**config.mk**
```make
export PLATFORM = sky130hd
export DESIGN_NAME = vs_spi_arbiter
export DESIGN_NICKNAME = d
export VERILOG_FILES = /design/src/rtl/vs_pkg.sv /design/src/rtl/vs_sclk_gen.sv /design/src/rtl/vs_spi_arbiter.sv
export SDC_FILE = /design/constraint.sdc
export NUM_CORES = 1
export LEC_CHECK = 0
export BUFFER_PORTS_ARGS = -buffer_cell sky130_fd_sc_hd__buf_2
export CAP_MARGIN = 40
export CORE_UTILIZATION = 49
export DETAILED_ROUTE_END_ITERATION = 10
export PLACE_DENSITY = 0.76
export SYNTH_ARGS = -nofsm -noshare
export SYNTH_HDL_FRONTEND = slang
export SYNTH_HIERARCHICAL = 1
export SYNTH_SLANG_ARGS = --single-unit
export TNS_END_PERCENT = 100
```
**constraint.sdc**
```tcl
create_clock -name CLK -period 2.55 [get_ports CLK]
set_clock_uncertainty 0.15 [all_clocks]
set_input_delay 0 -clock CLK [delete_from_list [all_inputs] [get_ports CLK]]
set_output_delay 0 -clock CLK [all_outputs]
set_load 0.02 [all_outputs]
```
**src/rtl/vs_pkg.sv**
```systemverilog
// Shared definitions for the VS1003 serial link: opcodes, register addresses,
// arbiter state encoding, select encoding and the SCI command word layout.
package vs_pkg;

    localparam int unsigned VS_WORD_W  = 32;
    localparam int unsigned VS_RDATA_W = 16;
    localparam int unsigned VS_BIT_W   = 5;
    localparam int unsigned VS_CNT_W   = 8;

    localparam logic [7:0] VS_OP_WRITE = 8'h02;
    localparam logic [7:0] VS_OP_READ  = 8'h03;

    localparam logic [7:0] VS_MODE = 8'h00;
    localparam logic [7:0] VS_VOL  = 8'h0B;

    typedef enum logic [1:0] {
        ST_IDLE  = 2'd0,
        ST_LOAD  = 2'd1,
        ST_SHIFT = 2'd2,
        ST_GAP   = 2'd3
    } vs_state_e;

    typedef enum logic {
        SEL_SCI = 1'b0,
        SEL_SDI = 1'b1
    } vs_sel_e;

    // SCI command word as presented on sci_word
    typedef struct packed {
        logic [7:0]  opcode;
        logic [7:0]  addr;
        logic [15:0] data;
    } vs_sci_word_t;

    function automatic logic vs_is_read(input logic [7:0] opcode);
        return opcode == VS_OP_READ;
    endfunction

endpackage

```
**src/rtl/vs_sclk_gen.sv**
```systemverilog
// SCLK generator for the VS1003 link.
// Divides CLK so SCLK toggles every CLK_DIV cycles while run is high; SCLK is
// forced low and the divider cleared whenever run is low.
// Ports:
//   CLK, RST  - system clock, synchronous active-high reset
//   run       - enable; high only while a word is being shifted
//   sclk      - registered serial clock
//   rise_c    - combinational strobe: sclk goes 0->1 on this edge
//   fall_c    - combinational strobe: sclk goes 1->0 on this edge
module vs_sclk_gen
    import vs_pkg::*;
#(
    parameter int unsigned CLK_DIV = 50
) (
    input  logic CLK,
    input  logic RST,
    input  logic run,
    output logic sclk,
    output logic rise_c,
    output logic fall_c
);

    logic [VS_CNT_W-1:0] divcnt;
    logic                wrap_c;

    // Half-period boundary
    assign wrap_c = run && (divcnt == VS_CNT_W'(CLK_DIV - 1));
    assign rise_c = wrap_c && !sclk;
    assign fall_c = wrap_c && sclk;

    // Divider and SCLK register; idle low outside a word
    always_ff @(posedge CLK) begin
        if (RST || !run) begin
            divcnt <= '0;
            sclk   <= 1'b0;
        end else if (wrap_c) begin
            divcnt <= '0;
            sclk   <= ~sclk;
        end else begin
            divcnt <= divcnt + VS_CNT_W'(1);
        end
    end

endmodule

```
**src/rtl/vs_spi_arbiter.sv**
```systemverilog
// Arbiter and serializer for the single VS1003 serial link.
// Grants whole 32-bit words to either the SCI command requester (strict
// priority) or the SDI stream requester, gated by the resynchronized DREQ.
// Owns chip-select, SCLK generation and bit shifting; a word is never
// preempted once granted.
// Ports:
//   CLK, RST              - system clock, synchronous active-high reset
//   sci_valid/word/ready  - command word handshake {opcode, addr, data}
//   sci_rdata, sci_done   - read data and completion pulse for commands
//   sdi_valid/word/ready  - audio stream word handshake
//   MP3_CS, MP3_DCS       - SCI / SDI selects, active low
//   MP3_SCLK, MP3_MOSI    - serial clock and data out
//   MP3_MISO              - serial data in
//   MP3_DREQ              - decoder ready, asynchronous
//   busy                  - high whenever the FSM is not idle
module vs_spi_arbiter
    import vs_pkg::*;
#(
    parameter int unsigned CLK_DIV = 50,
    parameter int unsigned GAP_CYC = 4
) (
    input  logic                  CLK,
    input  logic                  RST,
    input  logic                  sci_valid,
    input  logic [VS_WORD_W-1:0]  sci_word,
    output logic                  sci_ready,
    output logic [VS_RDATA_W-1:0] sci_rdata,
    output logic                  sci_done,
    input  logic                  sdi_valid,
    input  logic [VS_WORD_W-1:0]  sdi_word,
    output logic                  sdi_ready,
    output logic                  MP3_CS,
    output logic                  MP3_DCS,
    output logic                  MP3_SCLK,
    output logic                  MP3_MOSI,
    input  logic                  MP3_MISO,
    input  logic                  MP3_DREQ,
    output logic                  busy
);

    vs_state_e             state;
    vs_sel_e               sel;
    logic                  op_read;
    logic [VS_WORD_W-1:0]  shreg;
    logic [VS_RDATA_W-1:0] rx;
    logic [VS_BIT_W-1:0]   bitcnt;
    logic [VS_CNT_W-1:0]   gapcnt;
    logic                  dreq_meta;
    logic                  dreq_s;
    logic                  sclk_run_c;
    logic                  sclk_rise_c;
    logic                  sclk_fall_c;

    // Two-flop resynchronizer for the asynchronous DREQ pin
    always_ff @(posedge CLK) begin
        if (RST) begin
            dreq_meta <= 1'b0;
            dreq_s    <= 1'b0;
        end else begin
            dreq_meta <= MP3_DREQ;
            dreq_s    <= dreq_meta;
        end
    end

    assign sclk_run_c = (state == ST_SHIFT);

    vs_sclk_gen #(
        .CLK_DIV (CLK_DIV)
    ) u_sclk_gen (
        .CLK    (CLK),
        .RST    (RST),
        .run    (sclk_run_c),
        .sclk   (MP3_SCLK),
        .rise_c (sclk_rise_c),
        .fall_c (sclk_fall_c)
    );

    // Arbitration, framing and shifting FSM with registered outputs
    always_ff @(posedge CLK) begin
        if (RST) begin
            state     <= ST_IDLE;
            sel       <= SEL_SCI;
            op_read   <= 1'b0;
            shreg     <= '0;
            rx        <= '0;
            bitcnt    <= '0;
            gapcnt    <= '0;
            sci_ready <= 1'b0;
            sdi_ready <= 1'b0;
            sci_done  <= 1'b0;
            sci_rdata <= '0;
            MP3_CS    <= 1'b1;
            MP3_DCS   <= 1'b1;
            MP3_MOSI  <= 1'b0;
            busy      <= 1'b0;
        end else begin
            sci_ready <= 1'b0;
            sdi_ready <= 1'b0;
            sci_done  <= 1'b0;

            case (state)
                ST_IDLE: begin
                    // SCI wins whenever both requesters are pending
                    if (dreq_s && sci_valid) begin
                        sci_ready <= 1'b1;
                        shreg     <= sci_word;
                        sel       <= SEL_SCI;
                        op_read   <= vs_is_read(sci_word[31:24]);
                        busy      <= 1'b1;
                        state     <= ST_LOAD;
                    end else if (dreq_s && sdi_valid) begin
                        sdi_ready <= 1'b1;
                        shreg     <= sdi_word;
                        sel       <= SEL_SDI;
                        op_read   <= 1'b0;
                        busy      <= 1'b1;
                        state     <= ST_LOAD;
                    end
                end

                ST_LOAD: begin
                    if (sel == SEL_SCI) begin
                        MP3_CS <= 1'b0;
                    end else begin
                        MP3_DCS <= 1'b0;
                    end
                    MP3_MOSI <= shreg[31];
                    bitcnt   <= '0;
                    state    <= ST_SHIFT;
                end

                ST_SHIFT: begin
                    // Read data occupies the second half of an SCI word
                    if (sclk_rise_c && bitcnt[4]) begin
                        rx <= {rx[VS_RDATA_W-2:0], MP3_MISO};
                    end
                    // MOSI only moves on the falling edge, while SCLK is low
                    if (sclk_fall_c) begin
                        if (bitcnt == VS_BIT_W'(31)) begin
                            MP3_CS  <= 1'b1;
                            MP3_DCS <= 1'b1;
                            gapcnt  <= '0;
                            state   <= ST_GAP;
                            if (sel == SEL_SCI) begin
                                sci_done <= 1'b1;
                                if (op_read) begin
                                    sci_rdata <= rx;
                                end
                            end
                        end else begin
                            bitcnt   <= bitcnt + VS_BIT_W'(1);
                            shreg    <= {shreg[VS_WORD_W-2:0], 1'b0};
                            MP3_MOSI <= shreg[VS_WORD_W-2];
                        end
                    end
                end

                ST_GAP: begin
                    if (gapcnt == VS_CNT_W'(GAP_CYC - 1)) begin
                        busy  <= 1'b0;
                        state <= ST_IDLE;
                    end else begin
                        gapcnt <= gapcnt + VS_CNT_W'(1);
                    end
                end

                default: begin
                    state <= ST_IDLE;
                end
            endcase
        end
    end

endmodule

```
* Word level (Yosys, flattened, before mapping) *
Cells that the tools add are included.

storage, ports and cells
  bits in registers = 99
  word-level logic and storage cells = 109

operators by class
  add/sub/neg operators = 3
  equality and inequality tests = 15
  multiplexer cells = 37
  bitwise operators = 6
  reduce and logical (&&, ||, !) cells = 29

operator list
  cell                                                  number
  two-way mux 32 bit                                    4
  one-hot mux 32 bit (2 select lines)                   1
  two-way mux 8 bit                                     3
  AND reduction 4 bit                                   5
  adder 8 x 1 -> 8 bit (second input constant)          2
  equality test 8 x 2 -> 1 bit (second input constant)  2
  one-hot mux 8 bit (2 select lines)                    1
  two-way mux 1 bit                                     15
  != test 2 bit (second input constant)                 7
  two-way mux 2 bit                                     5
  two-way mux 5 bit                                     2
  one-hot mux 5 bit (2 select lines)                    1
  nonzero test 2 bit                                    5
  equality test 8 x 6 -> 1 bit (second input constant)  1
  one-hot mux 1 bit (2 select lines)                    4
  one-hot mux 2 bit (4 select lines)                    1
  logical AND 1 bit                                     6
  inverter 1 bit                                        6
  AND reduction 3 bit                                   2
  adder 5 x 1 -> 5 bit (second input constant)          1
  equality test 5 bit (second input constant)           1
  AND reduction 5 bit                                   1
  equality test 2 bit (second input constant)           2
  AND reduction 2 bit                                   2
  other kinds (8)                                       10

* Depth between registers and ports, before layout *
  depth after elaboration = 5
  gate-level depth with buffers = 10

* Hierarchy *
Netlist, hierarchy kept.

by module, submodules not included
  module          times used  cells an instance  area each (um^2)
  vs_spi_arbiter  1           454                4053.9
  vs_sclk_gen     1           45                 396.6

* Worst setup path before layout *
Ideal clock, no wire load.

  path kind = register to register
  start = reg u_sclk_gen.divcnt[0]
  end = reg sci_rdata[10]
  setup time = 0.128 ns
  data arrival time = 2.409 ns
  setup slack = -0.137 ns
  cell stages (with the launch flop) = 10
  buffers on the path = 2
  clock period less this slack = 2.687 ns
  cells stage by stage = dfxtp_1 -> ha_1 -> or4b_4 -> nor3_1 -> nand2_1 -> or4b_1 -> buf_4 -> buf_6 -> mux2i_1 -> nor2_1

on the way
  cells in the longest elaborated chain, start to end = 4

ends and longest elaborated chain
  item                                  line                   source
  start: declaration                    vs_sclk_gen.sv:23      logic [VS_CNT_W-1:0] divcnt;
  start signal: assignment              vs_sclk_gen.sv:40      divcnt <= divcnt + VS_CNT_W'(1);
  equality test 8 x 6 -> 1 bit          vs_sclk_gen.sv:27      assign wrap_c = run && (divcnt == VS_CNT_W'(CLK_DIV - 1));
  logical AND 1 bit                     vs_sclk_gen.sv:27
  logical AND 1 bit                     vs_sclk_gen.sv:29      assign fall_c = wrap_c && sclk;
  via sclk_fall_c                       vs_spi_arbiter.sv:52   logic sclk_fall_c;
  AND reduction 5 bit (no source line)  --
  end signal: assignment                vs_spi_arbiter.sv:147  sci_rdata <= rx;
  end: declaration                      vs_spi_arbiter.sv:27   output logic [VS_RDATA_W-1:0] sci_rdata,

The timed path passes the listed nets, and every way through them passes these cells.
A chain may end at the register's enable or synchronous reset.

* Final worst setup path *
  start = reg dreq_s
  end = reg shreg[9]

on the way
  cells in the longest elaborated chain, start to end = 3
  elaborated cells between the ends (all ways) = 6

ends and longest elaborated chain
  item                                                                                                line                                          source
  start: declaration                                                                                  vs_spi_arbiter.sv:49                          logic dreq_s;
  start signal: assignment                                                                            vs_spi_arbiter.sv:61                          dreq_s <= dreq_meta;
  logical AND 1 bit, on equally long branches                                                         vs_spi_arbiter.sv:104, vs_spi_arbiter.sv:111
  != test 3 bit (no source line) / two-way mux 32 bit (equally long branches)                         --
  AND reduction 4 bit (no source line) / one-hot mux 32 bit (2 select lines) (equally long branches)  --
  end signal: assignment                                                                              vs_spi_arbiter.sv:106                         shreg <= sci_word;
  end signal: assignment                                                                              vs_spi_arbiter.sv:113                         shreg <= sdi_word;
  end signal: assignment                                                                              vs_spi_arbiter.sv:152                         shreg <= {shreg[VS_WORD_W-2:0], 1'b0};
  end: declaration                                                                                    vs_spi_arbiter.sv:44                          logic [VS_WORD_W-1:0] shreg;

Several ways; a longest one is shown, not always the timed one.

==> results.cfg <==
[outcome]
status = finished with violations
failed_checks = negative setup slack

[critical_path]
setup.worst_path.end = shreg[9]$_SDFFE_PP0P_
r2r_start = dreq_s$_SDFF_PP0_
worstPathArrival_ns = 2.67
rrSetupSlack_ns = -0.0007
startpoint = dreq_s$_SDFF_PP0_
startpoint_type = flip-flop
critPathMaxFanout = 33
criticalPathCategory = flip-flop to flip-flop
r2r_end = shreg[9]$_SDFFE_PP0P_
reg2regPathDepth = 6
end_kind = flip-flop
crit_required_ns = 2.67

[clock_network]
path_clk_slew_ns = 0.11
cts.htree.levels = 3
clkSinkCount = 99
numCtsBuffers = 9
tritoncts = built
ctsRootBufferMaster = clkbuf_8
clkLatencyLatePin_ns = 0.37
clockBufferDepth = 2

[power]
ir_drop_mv = 0.397
p_leak_nw = 2.77
power.total_mw = 3.94
powerDensity_mw_per_mm2 = 637

[synth]
synth.distinct_cells = 51
synth_nets = 578
yosysTopAreaCell = dfxtp_1
yosys_warnings = 6
async_flop_share_pct = 0
synth-edff-count = 0
synth_seq_area_share_pct = 44.5
synth_ff_type = dfxtp_1
synth_top_area_share_pct = 44.5
syn_area_mm2 = 0.00445
syn_area_per_cell_um2 = 8.92
synthCells = 499
ys_ff_latch = 99
synthTopCellsByArea = dfxtp_1 45%, mux2i_1 11%, a22o_1 6.1%

[place]
dpl.hpwl_um = 6900
io_buffers = 93
post_dp_cell_area_mm2 = 0.00510
gp_congestion = 0.807

[timing]
min_period_over_period_pct = 100
max_freq_mhz = 392
rsz0062_at_grt = yes
slew_headroom_pct = 65.2
slew_viol_final = 0
finalHoldViolations = 0
worst_pin_slew_ns = 0.523
setup_violations = 1
period_minus_slack_ns = 2.55
whs_ns = 0.0281
fin_ws_ns = -0.000692

[final_layout]
drive_gt1_share_pct = 23.7
final_area_mm2 = 0.00618
nNetsFinal = 748
area_growth_pct = 38.9
final_cell_mix = 97 x dfxtp_1, 93 x buf_2, 72 x dlygate4sd3_1
n_fill_cell = 639
diodes = 0
final_common_cell = dfxtp_1

[global_routing]
grt_use_met2_pct = 42.6
grt_pass1_wl_um = 18800
use_met3_pct = 4.10
grt_usage_pct = 24.1
antenna_found_initial = 0
grt.busiest_layer = met2
gr-usage-met1_pct = 29.1
first_global_vias = 4205
grt_max_degree = 47
overflow = 0

[floorplan]
die_x_um = 97.3
initial_core_util_pct = 50.8
coreArea_mm2 = 0.00876
dieArea_mm2 = 0.00947
die_height_um = 97.3
ios = 94
row_count = 34

[drt]
num_vias = 4371
wirelength_um = 12100
dr.pass1.iters = 5
via_per_inst = 5.59
wl_per_cell_um = 15.4
drc = 0
first_iter_violations = 169
antenna_left = 0

[worst_hold_path]
min_path_type = input pin to flip-flop

[run]
max_cap_viol_count = 0
-- per-stage QoR --
stage                     setup TNS, ns  util, %  worst slack (ns)  std cells
after floorplan                       0        -           0.00352        499
after global placement                0     58.2             0.126        687
after detailed placement       -0.00105     58.2          -0.00105        687
after CTS                             0     68.8           0.00646        775
after global routing              -1.18     70.5           -0.0853        782
final                         -0.000692     70.5         -0.000692        782
-- worst min path at each step --
stage	startpoint	endpoint	slack, ns	cells past startpoint
after floorplan	sci_valid	sdi_ready$_SDFF_PP0_	-0.07	1
after global placement	MP3_DREQ	dreq_meta$_SDFF_PP0_	0.08	2
after detailed placement	MP3_DREQ	dreq_meta$_SDFF_PP0_	0.08	2
after CTS	sdi_word[0]	shreg[0]$_SDFFE_PP0P_	0.02	5
after global routing	sdi_word[0]	shreg[0]$_SDFFE_PP0P_	0.07	5
final	sdi_word[0]	shreg[0]$_SDFFE_PP0P_	0.03	5
-- what timing repair did --
action	in CTS	in global routing
setup endpoints to repair	1	58
cloned	0	3
pin swaps	0	29
buffers inserted	0	4
gates resized for setup	1	17
hold buffers	72	0
endpoints found under the hold margin	45	0
-- area by class of cell --
| type | instances | area, µm² | share of cell area, % |
|---|---|---|---|
| Clock buffer | 9 | 124 | 2.00 |
| Clock inverter | 7 | 86.3 | 1.40 |
| Inverter | 12 | 45.0 | 0.729 |
| Multi-Input combinational cell | 358 | 2350 | 38.0 |
| Sequential cell | 99 | 1980 | 32.1 |
| Tap cell | 108 | 135 | 2.19 |
| Timing Repair Buffer | 189 | 1460 | 23.6 |
-- Yosys cell counts (8+ instances only) --
master,n
a21oi_1,35
a22o_1,31
buf_2,11
clkbuf_1,17
dfxtp_1,99
ha_1,9
inv_1,11
mux2i_1,51
nand2_1,72
nand2b_1,8
nand3_1,11
nor2_1,36
o21ai_0,43
-- power by group --
| part | switching (mW) | total [mW] | leakage [nW] | internal [mW] |
|---|---|---|---|---|
| sequential | 0.134 | 1.89 | 0.803 | 1.75 |
| clock | 0.636 | 1.03 | 0.105 | 0.397 |
| combinational | 0.527 | 1.02 | 1.86 | 0.489 |
| total | 1.30 | 3.94 | 2.77 | 2.64 |
-- per-layer routing --
metal / wire length, µm / part of all wire (%)
met5: 0 / 0
met4: 333 / 2.8
met3: 624 / 5.2
met2: 5980 / 50
met1: 5130 / 42
-- worst max-delay path, cell delays in order (launching register included) --
cell,delay (ns)
dfxtp_1,0.39
nand2_2,0.10
buf_4,0.45
mux2i_1,0.35
dlygate4sd3_1,0.61
o21ai_0,0.14
a22o_1,0.25
-- sequential cells by signal, summed over array words and instances, names as in the netlist, 2 cells and up --
signal,flops
state,2
gapcnt,8
bitcnt,5
rx,16
u_sclk_gen/divcnt,8
sci_rdata,16
shreg,32
-- logic make-up after synthesis --
group,count (synthesis),share of synthesized area (%)
AND/OR/NAND/NOR,163,17.5
AO/OA/AOI/OAI,132,19.3
buffers and inverters,42,4.10
flip-flops,99,44.5
multiplexers,51,11.5
XOR/XNOR,3,0.590
adder cells (fa/ha/maj),9,2.53
Power figures use the tool's default switching activity.
